## src/rtl/bcd_serial_add_ctrl_if.sv

```systemverilog
// -----------------------------------------------------------------------------
// bcd_serial_add_ctrl_if
//   Bundle of the request/result bus and the shared digit-adder bus used by
//   bcd_serial_add_ctrl.
//
//   Request/result side:
//     start     request pulse (sampled only while the controller is idle)
//     a, b      packed-BCD operands, digit 0 in bits [3:0]
//     op        1 = subtract A-B (present only when BCD_SUB_EN is defined)
//     busy      operation in progress
//     done      one-cycle completion pulse
//     sum       result digits, held until the next accepted start
//     cout      decimal carry out of the top digit (no-borrow flag when
//               subtracting)
//     err       some latched operand digit was above 9
//   Shared adder side:
//     da, db    digit pair presented to the adder
//     dcin      carry into the adder
//     dsum      digit sum returned by the adder (combinational)
//     dcout     decimal carry returned by the adder
//
//   Modports: master = requester, slave = controller, adder = digit cell.
//   Optional feature macro: BCD_SUB_EN.
// -----------------------------------------------------------------------------
interface bcd_serial_add_ctrl_if #(
   parameter int DIGITS = 4
);
   logic                  start;
   logic [4*DIGITS-1:0]   a;
   logic [4*DIGITS-1:0]   b;
`ifdef BCD_SUB_EN
   logic                  op;
`endif
   logic                  busy;
   logic                  done;
   logic [4*DIGITS-1:0]   sum;
   logic                  cout;
   logic                  err;
   logic [3:0]            da;
   logic [3:0]            db;
   logic                  dcin;
   logic [3:0]            dsum;
   logic                  dcout;

`ifdef BCD_SUB_EN
   modport master (output start, a, b, op, input busy, done, sum, cout, err);
   modport slave  (input start, a, b, op, output busy, done, sum, cout, err,
                   output da, db, dcin, input dsum, dcout);
`else
   modport master (output start, a, b, input busy, done, sum, cout, err);
   modport slave  (input start, a, b, output busy, done, sum, cout, err,
                   output da, db, dcin, input dsum, dcout);
`endif
   modport adder  (input da, db, dcin, output dsum, dcout);
endinterface

```

## src/rtl/bcd_serial_add_ctrl.sv

```systemverilog
// -----------------------------------------------------------------------------
// bcd_serial_add_ctrl
//   Multi-digit BCD add built around one external single-digit BCD adder.
//   Operands are latched on start; one digit pair per clock is sent to the
//   shared adder, least-significant digit first, with the decimal carry
//   rippled through an internal register. Completion is a one-cycle done
//   pulse; sum/cout/err are held until the next accepted start.
//
//   Ports:
//     clk    system clock, rising edge
//     rst_n  synchronous reset, active-low
//     bus    bcd_serial_add_ctrl_if.slave (request/result + shared adder)
//
//   Parameters:
//     DIGITS  number of BCD digits per operand (>= 1)
//     IDXW    digit index width, 2**IDXW >= DIGITS
//
//   Optional feature macro: BCD_SUB_EN -- adds bus.op; op=1 computes A-B by
//   ten's complement (nine's complement of B digits, initial carry 1).
// -----------------------------------------------------------------------------
module bcd_serial_add_ctrl #(
   parameter int DIGITS = 4,
   parameter int IDXW   = 2
) (
   input  logic                   clk,
   input  logic                   rst_n,
   bcd_serial_add_ctrl_if.slave   bus
);

   localparam int W = 4 * DIGITS;

   typedef enum logic [1:0] {
      IDLE = 2'd0,
      RUN  = 2'd1,
      DONE = 2'd2
   } state_t;

   state_t            state;
   state_t            state_nxt;

   logic [W-1:0]      a_r;
   logic [W-1:0]      b_r;
   logic [W-1:0]      sum_r;
   logic [IDXW-1:0]   idx;
   logic              carry;
   logic              cout_r;
   logic              err_r;
   logic              op_r;

   logic              last_digit;
   logic              in_run;
   logic [3:0]        a_dig;
   logic [3:0]        b_dig;
   logic [3:0]        b_eff;
   logic              op_in;
   logic              start_err;

   // True if any digit of a packed-BCD word is not a decimal digit.
   function automatic logic has_invalid(input logic [W-1:0] v);
      logic bad;
      bad = 1'b0;
      for (int i = 0; i < DIGITS; i++) begin
         if (v[4*i +: 4] > 4'd9) bad = 1'b1;
      end
      return bad;
   endfunction

`ifdef BCD_SUB_EN
   assign op_in = bus.op;
`else
   assign op_in = 1'b0;
`endif

   assign start_err  = has_invalid(bus.a) | has_invalid(bus.b);
   assign last_digit = (idx == IDXW'(DIGITS - 1));
   assign in_run     = (state == RUN);
   assign a_dig      = a_r[4*int'(idx) +: 4];
   assign b_dig      = b_r[4*int'(idx) +: 4];

   // Nine's complement of the B digit when subtracting; an invalid digit has
   // no meaningful complement, so 0 is sent and err reports the operation.
   always_comb begin
      b_eff = b_dig;
      if (op_r) begin
         b_eff = (b_dig > 4'd9) ? 4'd0 : 4'd9 - b_dig;
      end
   end

   // ---------------------------------------------------------------- FSM
   always_ff @(posedge clk) begin
      if (!rst_n) state <= IDLE;
      else        state <= state_nxt;
   end

   // NOTE: every signal assigned in a combinational block gets a default
   // before the case statement, so no path leaves it unassigned (no latch).
   always_comb begin
      state_nxt = state;
      unique case (state)
         IDLE:    if (bus.start) state_nxt = RUN;
         RUN:     if (last_digit) state_nxt = DONE;
         DONE:    state_nxt = IDLE;
         default: state_nxt = IDLE;
      endcase
   end

   // ---------------------------------------------------------------- datapath
   // NOTE: all registered state uses non-blocking assignments so every
   // register sees the pre-edge values of the others, independent of order.
   // NOTE: the operand latches are a handful of flops, not a memory array, so
   // they are reset with everything else and never leak a stale value.
   always_ff @(posedge clk) begin
      if (!rst_n) begin
         a_r    <= '0;
         b_r    <= '0;
         sum_r  <= '0;
         idx    <= '0;
         carry  <= 1'b0;
         cout_r <= 1'b0;
         err_r  <= 1'b0;
         op_r   <= 1'b0;
      end else begin
         unique case (state)
            IDLE: begin
               if (bus.start) begin
                  a_r   <= bus.a;
                  b_r   <= bus.b;
                  op_r  <= op_in;
                  idx   <= '0;
                  // Subtraction is A + (nines' complement of B) + 1.
                  carry <= op_in;
                  err_r <= start_err;
               end
            end
            RUN: begin
               sum_r[4*int'(idx) +: 4] <= bus.dsum;
               carry                   <= bus.dcout;
               if (last_digit) begin
                  cout_r <= bus.dcout;
                  idx    <= '0;
               end else begin
                  idx    <= idx + IDXW'(1);
               end
            end
            default: ;
         endcase
      end
   end

   // ---------------------------------------------------------------- outputs
   assign bus.busy = (state != IDLE);
   assign bus.done = (state == DONE);
   assign bus.sum  = sum_r;
   assign bus.cout = cout_r;
   assign bus.err  = err_r;
   assign bus.da   = in_run ? a_dig : 4'd0;
   assign bus.db   = in_run ? b_eff : 4'd0;
   assign bus.dcin = in_run & carry;

endmodule
```

## src/flat_wrapper.sv

```systemverilog
// flat-port wrapper written by rule: the top's interface ports become plain ports
module bcd_serial_add_ctrl_flat 
#(
   parameter int DIGITS = 4,
   parameter int IDXW   = 2
)
  (clk, rst_n, bus_start, bus_a, bus_b, bus_busy, bus_done, bus_sum, bus_cout, bus_err, bus_da, bus_db, bus_dcin, bus_dsum, bus_dcout);
  bcd_serial_add_ctrl_if #(.DIGITS(DIGITS)) bus_i ();
  input  logic clk;
  input  logic rst_n;
  input wire logic [$bits(bus_i.start)-1:0] bus_start;
  input wire logic [$bits(bus_i.a)-1:0] bus_a;
  input wire logic [$bits(bus_i.b)-1:0] bus_b;
  output wire logic [$bits(bus_i.busy)-1:0] bus_busy;
  output wire logic [$bits(bus_i.done)-1:0] bus_done;
  output wire logic [$bits(bus_i.sum)-1:0] bus_sum;
  output wire logic [$bits(bus_i.cout)-1:0] bus_cout;
  output wire logic [$bits(bus_i.err)-1:0] bus_err;
  output wire logic [$bits(bus_i.da)-1:0] bus_da;
  output wire logic [$bits(bus_i.db)-1:0] bus_db;
  output wire logic [$bits(bus_i.dcin)-1:0] bus_dcin;
  input wire logic [$bits(bus_i.dsum)-1:0] bus_dsum;
  input wire logic [$bits(bus_i.dcout)-1:0] bus_dcout;
  assign bus_i.start = bus_start;
  assign bus_i.a = bus_a;
  assign bus_i.b = bus_b;
  assign bus_busy = bus_i.busy;
  assign bus_done = bus_i.done;
  assign bus_sum = bus_i.sum;
  assign bus_cout = bus_i.cout;
  assign bus_err = bus_i.err;
  assign bus_da = bus_i.da;
  assign bus_db = bus_i.db;
  assign bus_dcin = bus_i.dcin;
  assign bus_i.dsum = bus_dsum;
  assign bus_i.dcout = bus_dcout;
  bcd_serial_add_ctrl #(.DIGITS(DIGITS), .IDXW(IDXW)) u_core (.clk(clk), .rst_n(rst_n), .bus(bus_i));
endmodule
```

## config.mk

```make
export PLATFORM = sky130hd
export DESIGN_NAME = bcd_serial_add_ctrl_flat
export DESIGN_NICKNAME = d
export VERILOG_FILES = /design/src/rtl/bcd_serial_add_ctrl_if.sv /design/src/rtl/bcd_serial_add_ctrl.sv /design/src/flat_wrapper.sv
export SDC_FILE = /design/constraint.sdc
export NUM_CORES = 1
export LEC_CHECK = 0
export CAP_MARGIN = 25
export CORE_AREA = 2 2 75 77
export CTS_CLUSTER_SIZE = 25
export DETAILED_ROUTE_END_ITERATION = 16
export DIE_AREA = 0 0 77 79
export PLACE_DENSITY_LB_ADDON = 0.25
export SYNTH_ARGS = -nofsm -noshare
export SYNTH_HDL_FRONTEND = slang
export SYNTH_SLANG_ARGS = --single-unit
export TNS_END_PERCENT = 30
```

## constraint.sdc

```tcl
create_clock -name clk -period 3.1 [get_ports clk]
set_clock_uncertainty 0.05 [all_clocks]
set_input_delay 0.31 -clock clk [delete_from_list [all_inputs] [get_ports clk]]
set_output_delay 0.31 -clock clk [all_outputs]
set_load 0.02 [all_outputs]
```

==> results of run 1 <==
==> where the power goes <==
group	internal, mW	leakage [nW]	switching [mW]
clock network	0.262	0.0612	0.227
registers	0.739	0.449	0.0229
logic	0.135	0.729	0.119
==> cell type report <==
cell class,instances,area (µm²)
fillers,486,1860
flip-flops and latches,55,1100
repair buffers,75,733
clock buffers,6,82.6
multi-input cells,198,1420
well taps,72,90.1
inverters,3,11.3
clock inverters,2,35.0
==> metal layers <==
metal / vias to the layer above / global-route usage, % / share of wire [%]
met5: - / 0 / 0
met3: 9 / 4.66 / 4.5
met4: 0 / 5.54 / 1.1
met2: 59 / 36.8 / 50
met1: 1049 / 25.3 / 44
li1: 1082 / - / -
==> final timing paths <==
kind	cells past startpoint	startpoint	slack [ns]	end
max	4	u_core.idx[0]$_SDFFE_PN0P_	0.42	bus_da[1]
min	2	u_core.a_r[0]$_SDFFE_PN0P_	0.41	u_core.a_r[0]$_SDFFE_PN0P_
max reg2reg	5	u_core.idx[1]$_SDFFE_PN0P_	1.04	u_core.bus.sum[3]$_SDFFE_PN0P_
min reg2reg	2	u_core.a_r[0]$_SDFFE_PN0P_	0.41	u_core.a_r[0]$_SDFFE_PN0P_
==> logic make-up (layout without fill, tap and decap cells) <==
group,Yosys count,count (layout)
and+or+nand+nor,120,120
AOI/OAI and AO/OA,64,64
DFF,55,55
buffers and inverters,23,86
muxes,8,8
adders and majority gates,6,6
==> critical path: cells and delay by family, from the launching register on <==
kind / cells / cell delay [ns]
DFF: 1 / 0.50
buffers and inverters: 2 / 0.78
and+or+nand+nor: 1 / 0.19
muxes: 1 / 0.55
==> synthesized netlist by cell type, types with 3 or more instances <==
library cell,count
a21boi_0,9
mux4_2,4
ha_1,6
clkbuf_1,8
nand2_1,71
mux4_1,4
nand4_1,5
a32oi_1,12
and2_1,10
nor2b_1,15
inv_1,3
buf_6,4
nand3_1,3
a21boi_1,11
o21ai_0,10
buf_2,5
a21boi_2,19
nand3b_1,4
dfxtp_1,55
==> through the flow <==
step / hold WS [ns] / instance area [µm²] / worst slack, ns / util, %
2_1_floorplan: 0.380 / 2660 / 1.26 / -
3_3_place_gp: 0.388 / 3360 / 0.788 / 62.9
3_5_place_dp: 0.397 / 3360 / 0.765 / 62.9
4_1_cts: 0.411 / 3470 / 0.400 / 65.1
5_1_grt: 0.433 / 3470 / 0.273 / 65.1
6_report: 0.409 / 3470 / 0.419 / 65.1
==> sequential cells by signal (all words and copies together) (netlist names) <==
register         cells
u_core.a_r          16
u_core.b_r          16
u_core.bus.sum      16
u_core.idx           2
u_core.state         2
u_core.bus.cout      1
u_core.bus.err       1
u_core.carry         1
==> results by group, run 1 <==
Layout
  – Most common cell after layout, fill and taps aside: nand2_1
  – Highest-count cells in the layout ignoring fill and taps: nand2_1, clkdlybuf4s50_1, dfxtp_1, a21boi_2, nor2b_1
  – Antenna diodes: 0
  – Filler-free cell count of the finished design: between 400 and 500
  – Layout net count: 384
  – Post-synthesis to final-layout area growth: 30.5%
  – Share of final-layout standard cells stronger than drive strength 1: 12.7%

Critical path
  – Critical path data arrival time: approximately 2.3 ns
  – Critical path's slowest cell: mux4_1
  – Kind of critical path: register to primary output
  – Critical path capture point type: primary output
  – Startpoint type of the worst setup path: register
  – Critical path fanouts, max: 9
  – Cells along the critical path: buf_4 > mux4_1 > and2_1 > clkdlybuf4s50_1
  – Crit path required time: 2.74 ns
  – Longest individual stage delay on the worst path: 0.55 ns

Power
  – Overall power: 1.50 mW
  – Leakage power figure: 1.24 nW
  – Largest vdd supply drop: 0.000223 V
  – Power density of the placed cells: 433 mW/mm²

Logic synthesis
  – Syn nets: 322
  – Synthesized area per cell: ~9.6 µm²
  – Number of flops mapped to enable cells by yosys: 0
  – Fraction of the mapped netlist area in compound gates: just over 20%
  – Proportion of netlist area held by the largest area contributor: 41.4%
  – Post-synthesis xor/xnor area fraction: 0%
  – Netlist Area Pre-Place: 0.00266 mm²
  – Top cells by area in the synthesized netlist: dfxtp_1, nand2_1, a21boi_2
  – Seq/Total Area, Yosys: 41.4%
  – FF+latch count, synth: between 50 and 60
  – Flip-flop cell with the highest count after synthesis: dfxtp_1
  – Cell type with the highest aggregate area in the netlist: dfxtp_1
  – Area share of fa/ha/maj cells after synthesis: under 10%
  – Combinational family with the most area after synthesis: simple AND/OR/NAND/NOR gates
  – Portion of netlist area occupied by mux cells: 7.33%
  – Simple-gate area share of the yosys netlist: 22.8%
  – Warning count from the yosys run: 0
  – Fraction of registers with async set/reset: 0%
  – Gate count after technology mapping: approximately 280
  – Unique masters post-synth: 33

Drt
  – Routed vias: 2199
  – DRT Wirelength: slightly below 6 mm
  – 1st-pass router iterations: 4
  – Drt wl/cell: ~14 µm
  – Post-route ant nets: 0
  – Residual DRC count: 0
  – Avg Vias per Cell: 5.35
  – Number of design-rule violations left by the first detailed-router iteration: 71

Global route
  – First-pass GRT wire length: 10.0 mm
  – Largest net degree at the start of global routing: 56
  – GRT Util Overall: between 20% and 30%
  – Overflow left after global routing: 0
  – Via count of the first global-routing pass: roughly 2100
  – Antenna violations before repair: 0

Place
  – DPL Wire Length: 4.31 mm
  – Count of input and output buffers: just under 70
  – Routability congestion estimate from global placement: 0.764
  – Total placed cells including tap cells: a little over 400

Floorplan
  – I/O pin total: 69
  – Die outline area: 0.00608 mm²
  – Effective utilization at floorplan: 49.9%
  – Vertical extent of the die: 79 µm
  – Standard-cell row count: 27
  – Core outline area: about 0.0053 mm²
  – Die span in x: 77 µm

Clocking
  – Hold buffers post-CTS: 0
  – Clock transition at the registers of the reported paths: 0.10 ns
  – Total CTS buffers: 5
  – Buffers inserted by post-CTS timing repair: 0
  – # resized after CTS: 0
  – CTS tree: yes
  – H-tree Lvls: 2
  – Maximum clock insertion buffer count: 2
  – Clock insertion delay at the later pin of the skew report: 0.31 ns
  – Cell at the root of the clock tree: clkbuf_8
  – Number of sinks driven by the clock tree: 55

STA
  – RSZ-0062 raised after global routing: false
  – Maximum frequency from static timing analysis: 0.373 GHz
  – Final setup violating endpoints: 0
  – Relative slew slack: between 50 and 60%
  – Final Max Tran Viols: 0
  – Least-Margin Pin Slew: about 0.66 ns
  – Hold Vio Cnt, Final: 0
  – Final Cycle Share: between 80 and 90%
  – Shortest period the worst path allows: roughly 2.7 ns
  – Setup Total Neg Slack: 0 ns

Flow run
  – Max-cap violations: 0

Worst hold path
  – Worst hold path type: register to register

Run status
  – Result of the run: completed
Power figures use the tool's default switching activity.
==> inputs of run 2 (changes only) <==
- CAP_MARGIN: 25 -> default
- GPL_TIMING_DRIVEN: default -> 0
- PLACE_DENSITY: default -> 0.9
- PLACE_DENSITY_LB_ADDON: 0.25 -> default
==> results by group, run 2 (synthesis gave the netlist of run 1 again) <==
Power
  – Power density of the placed cells: 425 mW/mm² (-1.8%)
  – Overall power: 1.50 mW (-0.37%)
  – Leakage power figure: 1.26 nW (+1.7%)
  – Largest vdd supply drop: 0.000190 V (-15%)

Critical path
  – Critical Path Start: u_core.state[0]$_SDFFE_PN0P_
  – Most frequent cell on the critical path: buf_4
  – Critical path data arrival time: 2.39 ns (+0.07 ns)
  – Number of cells on the worst reg-to-reg path: 6 (+1)
  – Critical path capture point type: primary output
  – Reg2reg setup slack: 0.77 ns (-0.27 ns)
  – Critical path's slowest cell: clkdlybuf4s50_1
  – Worst reg2reg path startpoint: u_core.idx[1]$_SDFFE_PN0P_
  – Longest individual stage delay on the worst path: 0.61 ns (+0.06 ns)
  – Crit path required time: 2.74 ns (about the same)
  – End of the critical path: bus_db[2]
  – Cells along the critical path: buf_4 > nor2b_1 > buf_4 > clkbuf_1 > and2_1 > clkdlybuf4s50_1
  – Startpoint type of the worst setup path: register
  – RR Endpoint: u_core.bus.sum[3]$_SDFFE_PN0P_
  – Kind of critical path: register to primary output
  – Critical path fanouts, max: 10 (+1)

Worst hold path
  – Hold Startpoint: rst_n
  – Worst hold path type: input port to register

Clocking
  – Clock transition at the registers of the reported paths: 0.09 ns (about the same)
  – Buffers inserted by post-CTS timing repair: 0 (unchanged)
  – Cell at the root of the clock tree: clkbuf_8
  – Maximum clock insertion buffer count: 2 (unchanged)
  – CTS tree: yes
  – Hold buffers post-CTS: 0 (unchanged)
  – Number of sinks driven by the clock tree: 55 (unchanged)
  – Total CTS buffers: 5 (unchanged)
  – H-tree Lvls: 2 (unchanged)
  – Clock insertion delay at the later pin of the skew report: 0.31 ns (about the same)
  – # resized after CTS: 0 (unchanged)

Floorplan
  – Effective utilization at floorplan: 49.9% (unchanged)
  – Die span in x: 77 µm (unchanged)
  – Core outline area: 0.00534 mm² (unchanged)
  – Vertical extent of the die: 79 µm (unchanged)
  – Standard-cell row count: 27 (unchanged)
  – I/O pin total: 69 (unchanged)
  – Die outline area: 0.00608 mm² (unchanged)

Layout
  – Utilization after layout: 66.1% (+0.96 points)
  – Share of final-layout standard cells stronger than drive strength 1: 13.1% (+0.46 points)
  – Post-synthesis to final-layout area growth: 32.4%
  – Highest-count cells in the layout ignoring fill and taps: nand2_1, clkdlybuf4s50_1, dfxtp_1, a21boi_2, nor2b_1
  – Most common cell after layout, fill and taps aside: nand2_1
  – Antenna diodes: 0 (unchanged)
  – Layout net count: 396 (+3.1%)
  – Final standard cell area without fillers: 0.00353 mm² (+1.5%)

STA
  – Maximum frequency from static timing analysis: 0.363 GHz (-2.7%)
  – Final Cycle Share: 88.9% (+2.4 points)
  – Final setup violating endpoints: 0 (unchanged)
  – Setup Total Neg Slack: 0 ns (unchanged)
  – Hold Vio Cnt, Final: 0 (unchanged)
  – RSZ-0062 raised after global routing: false
  – Least-Margin Pin Slew: 0.653 ns (-0.00807 ns)
  – Final Max Tran Viols: 0 (unchanged)
  – Shortest period the worst path allows: 2.75 ns (+0.0742 ns)
  – Relative slew slack: 56.5% (+0.54 points)
  – Hold WS: 0.375 ns (-0.0346 ns)

Drt
  – 1st-pass router iterations: 4 (unchanged)
  – Residual DRC count: 0 (unchanged)
  – DRT Wirelength: 7.01 mm (+18%)
  – Number of design-rule violations left by the first detailed-router iteration: 152 (+110%)
  – Post-route ant nets: 0 (unchanged)
  – Drt wl/cell: 16.6 µm (+15%)
  – Routed vias: 2337 (+6.3%)
  – Avg Vias per Cell: 5.54 (+3.5%)

Global route
  – Largest net degree at the start of global routing: 16 (-71%)
  – Antenna violations before repair: 0 (unchanged)
  – Overflow left after global routing: 0 (unchanged)
  – GRT Util Overall: 23.7% (+3.0 points)
  – First-pass GRT wire length: 11.3 mm (+13%)
  – Via count of the first global-routing pass: 2422 (+14%)

Run status
  – Result of the run: completed

Place
  – Routability congestion estimate from global placement: 0.848 (+11%)
  – Count of input and output buffers: 67 (-1.5%)
  – Post-detailed-placement cell area: 0.00342 mm² (+2.0%)
  – DPL Wire Length: 5.11 mm (+18%)

Flow run
  – Max-cap violations: 0 (unchanged)
run 2: changes by cell type in the layout (fill, tap and decap cells not counted), sizes merged:
| cell | change |
|---|---|
| clkinv | -1 |
| clkbuf | +9 |
| buf | +4 |
| clkdlybuf4s50 | -1 |
run 2: cell type report:
cell class / count / area [µm²]
multi-input combinational: 198 / 1420
clock buffer: 6 / 72.6
inverter: 3 / 11.3
tap: 72 / 90.1
clock inverter: 1 / 30.0
timing repair buffer: 67 / 671
fill: 457 / 1810
sequential: 55 / 1100
buffer: 20 / 129
run 2: routing by layer:
layer | vias up | routed length, µm | share of wire, % | GRT usage [%]
li1 | 1113 | - | - | -
met3 | 14 | 465 | 6.6 | 3.07
met1 | 1120 | 2610 | 37 | 26.0
met5 | - | 0 | 0 | 0
met4 | 0 | 123 | 1.8 | 8.93
met2 | 90 | 3810 | 54 | 46.2
run 2: worst min path at each step:
| stage | end | slack [ns] | cells after the start |
|---|---|---|---|
| floorplan | u_core.a_r[4]$_SDFFE_PN0P_ | 0.38 | 2 |
| global placement | u_core.a_r[0]$_SDFFE_PN0P_ | 0.39 | 2 |
| detailed placement | u_core.a_r[15]$_SDFFE_PN0P_ | 0.40 | 2 |
| CTS | u_core.b_r[0]$_SDFFE_PN0P_ | 0.38 | 2 |
| global route | u_core.a_r[8]$_SDFFE_PN0P_ | 0.42 | 2 |
| finish | u_core.b_r[0]$_SDFFE_PN0P_ | 0.37 | 2 |
run 2: per-stage QoR:
| step | worst slack [ns] | std cells |
|---|---|---|
| floorplan | 1.26 | 276 |
| CTS | 0.354 | 422 |
| global route | 0.223 | 422 |
| detailed placement | 0.682 | 415 |
| global placement | 0.751 | 415 |
| finish | 0.345 | 422 |
run 2: power by group:
| group | internal [mW] | total [mW] | leakage, nW | switching (mW) |
|---|---|---|---|---|
| logic | 0.141 | 0.275 | 0.761 | 0.134 |
| registers | 0.739 | 0.760 | 0.449 | 0.0204 |
| clock network | 0.237 | 0.464 | 0.0513 | 0.226 |
run 2: critical path, delay by kind of cell (launching register included):
kind	cells	cell delay [ns]
flip-flops	1	0.36
AND/OR/NAND/NOR	2	0.37
buffers and inverters	4	1.35
